<file path="config.mk">
export PLATFORM = sky130hd
export DESIGN_NAME = inst_uncached_bridge_flat
export DESIGN_NICKNAME = d
export VERILOG_FILES = /design/src/rtl/core_bus_pkg.sv /design/src/rtl/inst_uncached_bridge_if.sv /design/src/rtl/inst_uncached_bridge.sv /design/src/flat_wrapper.sv
export SDC_FILE = /design/constraint.sdc
export NUM_CORES = 1
export LEC_CHECK = 0
export BUFFER_PORTS_ARGS = -buffer_cell sky130_fd_sc_hd__buf_2
export CORE_ASPECT_RATIO = 0.9
export CORE_MARGIN = 2
export CORE_UTILIZATION = 46
export DETAILED_ROUTE_END_ITERATION = 8
export PLACE_DENSITY = 0.84
export SLEW_MARGIN = 10
export SYNTH_ARGS = -nofsm -noshare
export SYNTH_HDL_FRONTEND = slang
export SYNTH_SLANG_ARGS = --single-unit
</file>
<file path="constraint.sdc">
create_clock -name clk -period 1.9 [get_ports clk]
set_clock_uncertainty 0.1 [all_clocks]
set_input_delay 0.095 -clock clk [delete_from_list [all_inputs] [get_ports clk]]
set_output_delay 0.095 -clock clk [all_outputs]
set_load 0.02 [all_outputs]
</file>
<file path="src/rtl/core_bus_pkg.sv">
// rtl/core_bus_pkg.sv - shared AXI encodings and uncached fetch bridge state type
package core_bus_pkg;

  typedef enum logic [2:0] {
    IDLE,
    AR,
    R,
    HOLD,
    DRAIN
  } ifetch_br_state_e;

  localparam logic [2:0] AXI_SIZE_WORD   = 3'b010;
  localparam logic [1:0] AXI_BURST_INCR  = 2'b01;
  localparam int         AXI_RESP_SLVERR = 1;

  // SLVERR and DECERR both carry bit 1; EXOKAY does not.
  function automatic logic respIsError(input logic [1:0] resp);
    return resp[AXI_RESP_SLVERR];
  endfunction

endpackage

</file>
<file path="src/rtl/inst_uncached_bridge_if.sv">
// rtl/inst_uncached_bridge_if.sv - AXI4 read address / read data channel bundle
interface inst_uncached_bridge_if #(
  parameter int ID_W = 4
) ();

  logic [ID_W-1:0] arid;
  logic [31:0]     araddr;
  logic [7:0]      arlen;
  logic [2:0]      arsize;
  logic [1:0]      arburst;
  logic            arvalid;
  logic            arready;

  logic [ID_W-1:0] rid;
  logic [31:0]     rdata;
  logic [1:0]      rresp;
  logic            rlast;
  logic            rvalid;
  logic            rready;

  modport master (
    output arid, araddr, arlen, arsize, arburst, arvalid,
    input  arready,
    input  rid, rdata, rresp, rlast, rvalid,
    output rready
  );

  modport slave (
    input  arid, araddr, arlen, arsize, arburst, arvalid,
    output arready,
    output rid, rdata, rresp, rlast, rvalid,
    input  rready
  );

endinterface

</file>
<file path="src/rtl/inst_uncached_bridge.sv">
// rtl/inst_uncached_bridge.sv - single-word uncached instruction fetch over an AXI4 read channel
module inst_uncached_bridge
  import core_bus_pkg::*;
#(
  parameter int              ID_W   = 4,
  parameter logic [ID_W-1:0] AXI_ID = '0
) (
  input  logic                   clk,
  input  logic                   resetn,

  input  logic                   fetch_en,
  input  logic [31:0]            fetch_addr,
  input  logic                   fetch_accept,
  input  logic                   flush,

  output logic                   inst_valid,
  output logic [31:0]            inst_data,
  output logic                   inst_err,
  output logic                   inst_busy,

  inst_uncached_bridge_if.master axi
);

  ifetch_br_state_e state;
  ifetch_br_state_e nextState;
  logic             killQ;
  logic             killNext;
  logic             loadAddr;
  logic             loadData;
  logic             rBeat;
  logic             redirect;
  logic             unusedBits;

  assign rBeat    = axi.rvalid && axi.rlast;
  assign redirect = fetch_en && (fetch_addr != axi.araddr);

  always_ff @(posedge clk or negedge resetn) begin
    if (!resetn) begin
      state <= IDLE;
      killQ <= 1'b0;
    end else begin
      state <= nextState;
      killQ <= killNext;
    end
  end

  always_ff @(posedge clk or negedge resetn) begin
    if (!resetn) begin
      axi.araddr <= '0;
    end else if (loadAddr) begin
      axi.araddr <= fetch_addr;
    end
  end

  always_ff @(posedge clk or negedge resetn) begin
    if (!resetn) begin
      inst_data <= '0;
      inst_err  <= 1'b0;
    end else if (loadData) begin
      inst_data <= axi.rdata;
      inst_err  <= respIsError(axi.rresp);
    end
  end

  always_comb begin
    nextState = state;
    killNext  = killQ;
    loadAddr  = 1'b0;
    loadData  = 1'b0;
    unique case (state)
      IDLE: begin
        killNext = 1'b0;
        if (fetch_en && !flush) begin
          loadAddr  = 1'b1;
          nextState = AR;
        end
      end
      // The address handshake cannot be withdrawn, so a flush here only
      // marks the eventual beat for disposal.
      AR: begin
        if (flush) begin
          killNext = 1'b1;
        end
        if (axi.arready) begin
          nextState = (killQ || flush) ? DRAIN : R;
        end
      end
      R: begin
        if (rBeat) begin
          if (flush) begin
            nextState = IDLE;
          end else begin
            loadData  = 1'b1;
            nextState = HOLD;
          end
        end else if (flush) begin
          nextState = DRAIN;
        end
      end
      DRAIN: begin
        if (rBeat) begin
          killNext  = 1'b0;
          nextState = IDLE;
        end
      end
      HOLD: begin
        if (flush || fetch_accept || redirect) begin
          nextState = IDLE;
        end
      end
      default: begin
        nextState = IDLE;
      end
    endcase
  end

  assign axi.arvalid = (state == AR);
  assign axi.rready  = (state == R) || (state == DRAIN);
  assign inst_valid  = (state == HOLD);
  assign inst_busy   = (state == AR) || (state == R) || (state == DRAIN);

  assign axi.arid    = AXI_ID;
  assign axi.arlen   = 8'd0;
  assign axi.arsize  = AXI_SIZE_WORD;
  assign axi.arburst = AXI_BURST_INCR;

  // Single outstanding read with a fixed ID: the returned ID carries no information.
  assign unusedBits = ^{axi.rid, axi.rresp[0]};

endmodule

</file>
<file path="src/flat_wrapper.sv">
// flat-port wrapper written by rule: the top's interface ports become plain ports
module inst_uncached_bridge_flat import core_bus_pkg::*;
#(
  parameter int              ID_W   = 4,
  parameter logic [ID_W-1:0] AXI_ID = '0
)
  (clk, resetn, fetch_en, fetch_addr, fetch_accept, flush, inst_valid, inst_data, inst_err, inst_busy, axi_arid, axi_araddr, axi_arlen, axi_arsize, axi_arburst, axi_arvalid, axi_arready, axi_rid, axi_rdata, axi_rresp, axi_rlast, axi_rvalid, axi_rready);
  inst_uncached_bridge_if #(.ID_W(ID_W)) axi_i ();
  input  logic clk;
  input  logic resetn;
  input  logic fetch_en;
  input  logic [31:0] fetch_addr;
  input  logic fetch_accept;
  input  logic flush;
  output logic inst_valid;
  output logic [31:0] inst_data;
  output logic inst_err;
  output logic inst_busy;
  output wire logic [$bits(axi_i.arid)-1:0] axi_arid;
  output wire logic [$bits(axi_i.araddr)-1:0] axi_araddr;
  output wire logic [$bits(axi_i.arlen)-1:0] axi_arlen;
  output wire logic [$bits(axi_i.arsize)-1:0] axi_arsize;
  output wire logic [$bits(axi_i.arburst)-1:0] axi_arburst;
  output wire logic [$bits(axi_i.arvalid)-1:0] axi_arvalid;
  input wire logic [$bits(axi_i.arready)-1:0] axi_arready;
  input wire logic [$bits(axi_i.rid)-1:0] axi_rid;
  input wire logic [$bits(axi_i.rdata)-1:0] axi_rdata;
  input wire logic [$bits(axi_i.rresp)-1:0] axi_rresp;
  input wire logic [$bits(axi_i.rlast)-1:0] axi_rlast;
  input wire logic [$bits(axi_i.rvalid)-1:0] axi_rvalid;
  output wire logic [$bits(axi_i.rready)-1:0] axi_rready;
  assign axi_arid = axi_i.arid;
  assign axi_araddr = axi_i.araddr;
  assign axi_arlen = axi_i.arlen;
  assign axi_arsize = axi_i.arsize;
  assign axi_arburst = axi_i.arburst;
  assign axi_arvalid = axi_i.arvalid;
  assign axi_i.arready = axi_arready;
  assign axi_i.rid = axi_rid;
  assign axi_i.rdata = axi_rdata;
  assign axi_i.rresp = axi_rresp;
  assign axi_i.rlast = axi_rlast;
  assign axi_i.rvalid = axi_rvalid;
  assign axi_rready = axi_i.rready;
  inst_uncached_bridge #(.ID_W(ID_W), .AXI_ID(AXI_ID)) u_core (.clk(clk), .resetn(resetn), .fetch_en(fetch_en), .fetch_addr(fetch_addr), .fetch_accept(fetch_accept), .flush(flush), .inst_valid(inst_valid), .inst_data(inst_data), .inst_err(inst_err), .inst_busy(inst_busy), .axi(axi_i));
endmodule
</file>
==> results.py <==
metrics = {
    "yosys": {
        "ys_ff_latch": 69,
        "synthCells": 241,
        "synth_ff_type": "dfrtp_1",
        "syn_area_um2": 3268,
        "ys_types": 32,
        "synth-edff-count": 0,
        "syn_avg_cell_area_um2": 13.56,
        "yosysSeqAreaShare": 0.5283,
        "ys_warn_count": 0,
        "synth-async-reset-ratio": 1.000,
    },
    "route": {
        "antenna_left": 0,
        "via_count": 2652,
        "via_per_inst": 4.804,
        "drt-total-wl_mm": 8.581,
        "first_pass_iters": 5,
        "wl_per_cell_um": 15.55,
        "first_iter_violations": 51,
        "remaining_drc_errors": 0,
    },
    "sta": {
        "drv_slew": 0,
        "rsz0062_at_grt": "no",
        "hold_slack_ns": 0.03125,
        "final.min_clock_period_ns": 1.778,
        "final.period_utilization": 0.9360,
        "max_freq_mhz": 562.3,
        "setup_tns_ns": 0,
        "finalHoldViolCount": 0,
        "finalSetupViolations": 0,
    },
    "power": {
        "swShare": 0.4105,
        "p_comb_frac": 0.468,
        "seqPwrFrac": 0.371,
        "clockPowerShare": 0.161,
        "p_leak_uw": 0.002339,
        "p_switching_uw": 3023,
        "p_int_uw": 4341,
        "p_per_area_nw_per_um2": 1508,
        "worst_ir_drop_vdd_mv": 0.8999,
        "power_uw": 7364,
    },
    "placed_design": {
        "dp_hpwl_mm": 5.080,
        "routabilityCongestion": 0.8521,
        "portBuffers": 141,
    },
    "setup_path": {
        "path_cells": "nand2b_1 -> a21oi_1 -> or2_2 -> buf_2",
        "crit_start": "u_core.state[2]",
        "path_class": "flip-flop to output pin",
        "crit_slowest_cell": "dfrtp_1",
        "critPathMaxStageDelay_ns": 0.53,
        "end_kind": "output pin",
        "r2r_start": "u_core.state[1]",
        "required_ns": 1.70,
        "cp_max_fo": 7,
        "start_kind": "flip-flop",
        "r2r_cells": 4,
        "rrSetupSlack_ns": 0.15,
        "critPathCapture": "inst_busy",
        "cp.arrival_ns": 1.58,
        "regToRegEndpoint": "u_core.axi.araddr[21]",
    },
    "clock_network": {
        "cts.path.max_buffers": 2,
        "htree_levels": 3,
        "clk_pin_slew_worst_paths_ns": 0.07,
        "cts_inserted_buffers": 9,
        "clock_latency_ns": 0.34,
        "cts_tree": "built",
        "clockRootBuffer": "clkbuf_8",
        "cts_setup_buffers": 0,
        "clock_sinks": 69,
    },
    "global_routing": {
        "grt_pass1_wl_mm": 13.77,
        "grt_antenna_before_repair": 0,
        "grt_max_degree": 70,
        "grt_overflow": 0,
        "grt_usage": 0.2287,
        "grt_pass1_vias": 2820,
    },
    "final_layout": {
        "final_nets": 532,
        "nFillCells": 459,
        "layout_commonest_cell": "buf_2",
        "syn2layout_area_growth_pct": 49.39,
        "seqCellArea_um2": 1728,
        "drive_gt1_frac": 0.5120,
        "antennaDiodeCount": 0,
        "multi_input_area_um2": 1398,
        "final_cell_mix": "141 x buf_2, 68 x dlygate4sd3_1, 68 x dfrtp_1, 65 x mux2_2, 31 x xnor2_1",
    },
    "worst_hold_path": {
        "worstHoldStart": "axi_rvalid",
        "min_path_type": "primary input to flip-flop",
    },
    "die": {
        "ios": 164,
        "dieWidth_um": 92.85,
        "rows": 29,
        "die_area_um2": 7796,
        "die_y_um": 83.97,
        "initial_utilization": 0.4691,
        "core_um2": 6967,
    },
    "run_status": {
        "status": "finished clean",
    },
    "run": {
        "cap_violations": 0,
    },
}
[layer usage]
layer  vias up  GRT usage  wire [um]
li1       1235          -          -
met1      1280     0.2479       3137
met2       114     0.4104       4593
met3        23    0.07498        626
met4         0    0.08824        224
met5         -          0          0
[sequential cells by signal, summed over array words and instances (netlist names)]
register,flops
u_core.axi.araddr,32
u_core.inst_data,32
u_core.inst_err,1
u_core.killQ,1
u_core.state,3
[cells in the mapped netlist, types with 3 or more instances]
cell	number	area (um2)
mux2_2	65	732.0
nor2_1	3	11.26
dfrtp_1	69	1727
xnor2_1	32	280.3
buf_2	3	15.01
nand4_1	8	50.05
clkbuf_8	3	41.29
buf_4	17	127.6
nand2_1	5	18.77
a21oi_1	6	30.03
[worst min-delay path by stage]
| stage | to | slack, ns | depth (start not counted) |
|---|---|---|---|
| after detailed placement | u_core.axi.araddr[18] | 0.05 | 2 |
| final | u_core.state[0] | 0.03 | 3 |
| after global routing | u_core.state[0] | 0.04 | 3 |
| after CTS | u_core.state[0] | 0.01 | 3 |
| after floorplan | u_core.axi.araddr[0] | -0.30 | 0 |
| after global placement | u_core.inst_err | 0.04 | 2 |
[worst max-delay path: cells and delay by family, from the launching register on]
family / cells / cell delay (ns)
AOI/OAI and AO/OA: 1 / 0.09
buffers and inverters: 1 / 0.16
DFF: 1 / 0.53
and+or+nand+nor: 2 / 0.47
[timing repair]
item / CTS / global route
setup endpoints to repair: 0 / 3
hold buffers: 68 / 0
resized for setup: 0 / 3
endpoints found under the hold margin: 136 / 0
[layout make-up]
class,instances,share of cell area
Clock buffer,10,0.02614
Clock inverter,6,0.01461
Inverter,2,0.001538
Multi-Input combinational cell,160,0.2863
Sequential cell,69,0.3539
Tap cell,93,0.02383
Timing Repair Buffer,212,0.2937
[power groups by stage]
| stage | logic, uW | registers (uW) | clock network, uW |
|---|---|---|---|
| 6_report | 3440 | 2730 | 1190 |
| 5_1_grt | 3660 | 2820 | 1280 |
| 4_1_cts | 3390 | 2680 | 1220 |
| 3_5_place_dp | 3280 | 2710 | 0 |
| 3_3_place_gp | 3210 | 2650 | 0 |
| 2_1_floorplan | 1430 | 3480 | 0 |
[kinds of logic after synthesis]
kind of cell,Yosys count,share of synthesized area
AOI/OAI and AO/OA,15,0.03101
xor gates and xnor gates,32,0.08576
buffers and inverters,27,0.06547
DFF,69,0.5283
muxes,65,0.2240
other,2,0.002298
and+or+nand+nor,31,0.06317
[stage by stage]
| step | setup WS [ns] | utilization | area (um2) | instances |
|---|---|---|---|---|
| 2_1_floorplan | 0.1381 | - | 3324 | 256 |
| 3_3_place_gp | 0.1462 | 0.5724 | 3988 | 468 |
| 3_5_place_dp | 0.1100 | 0.5724 | 3988 | 468 |
| 4_1_cts | 0.009848 | 0.6986 | 4867 | 552 |
| 5_1_grt | 0.02933 | 0.7008 | 4882 | 552 |
| 6_report | 0.1217 | 0.7008 | 4882 | 552 |
Power figures use the tool's default switching activity.
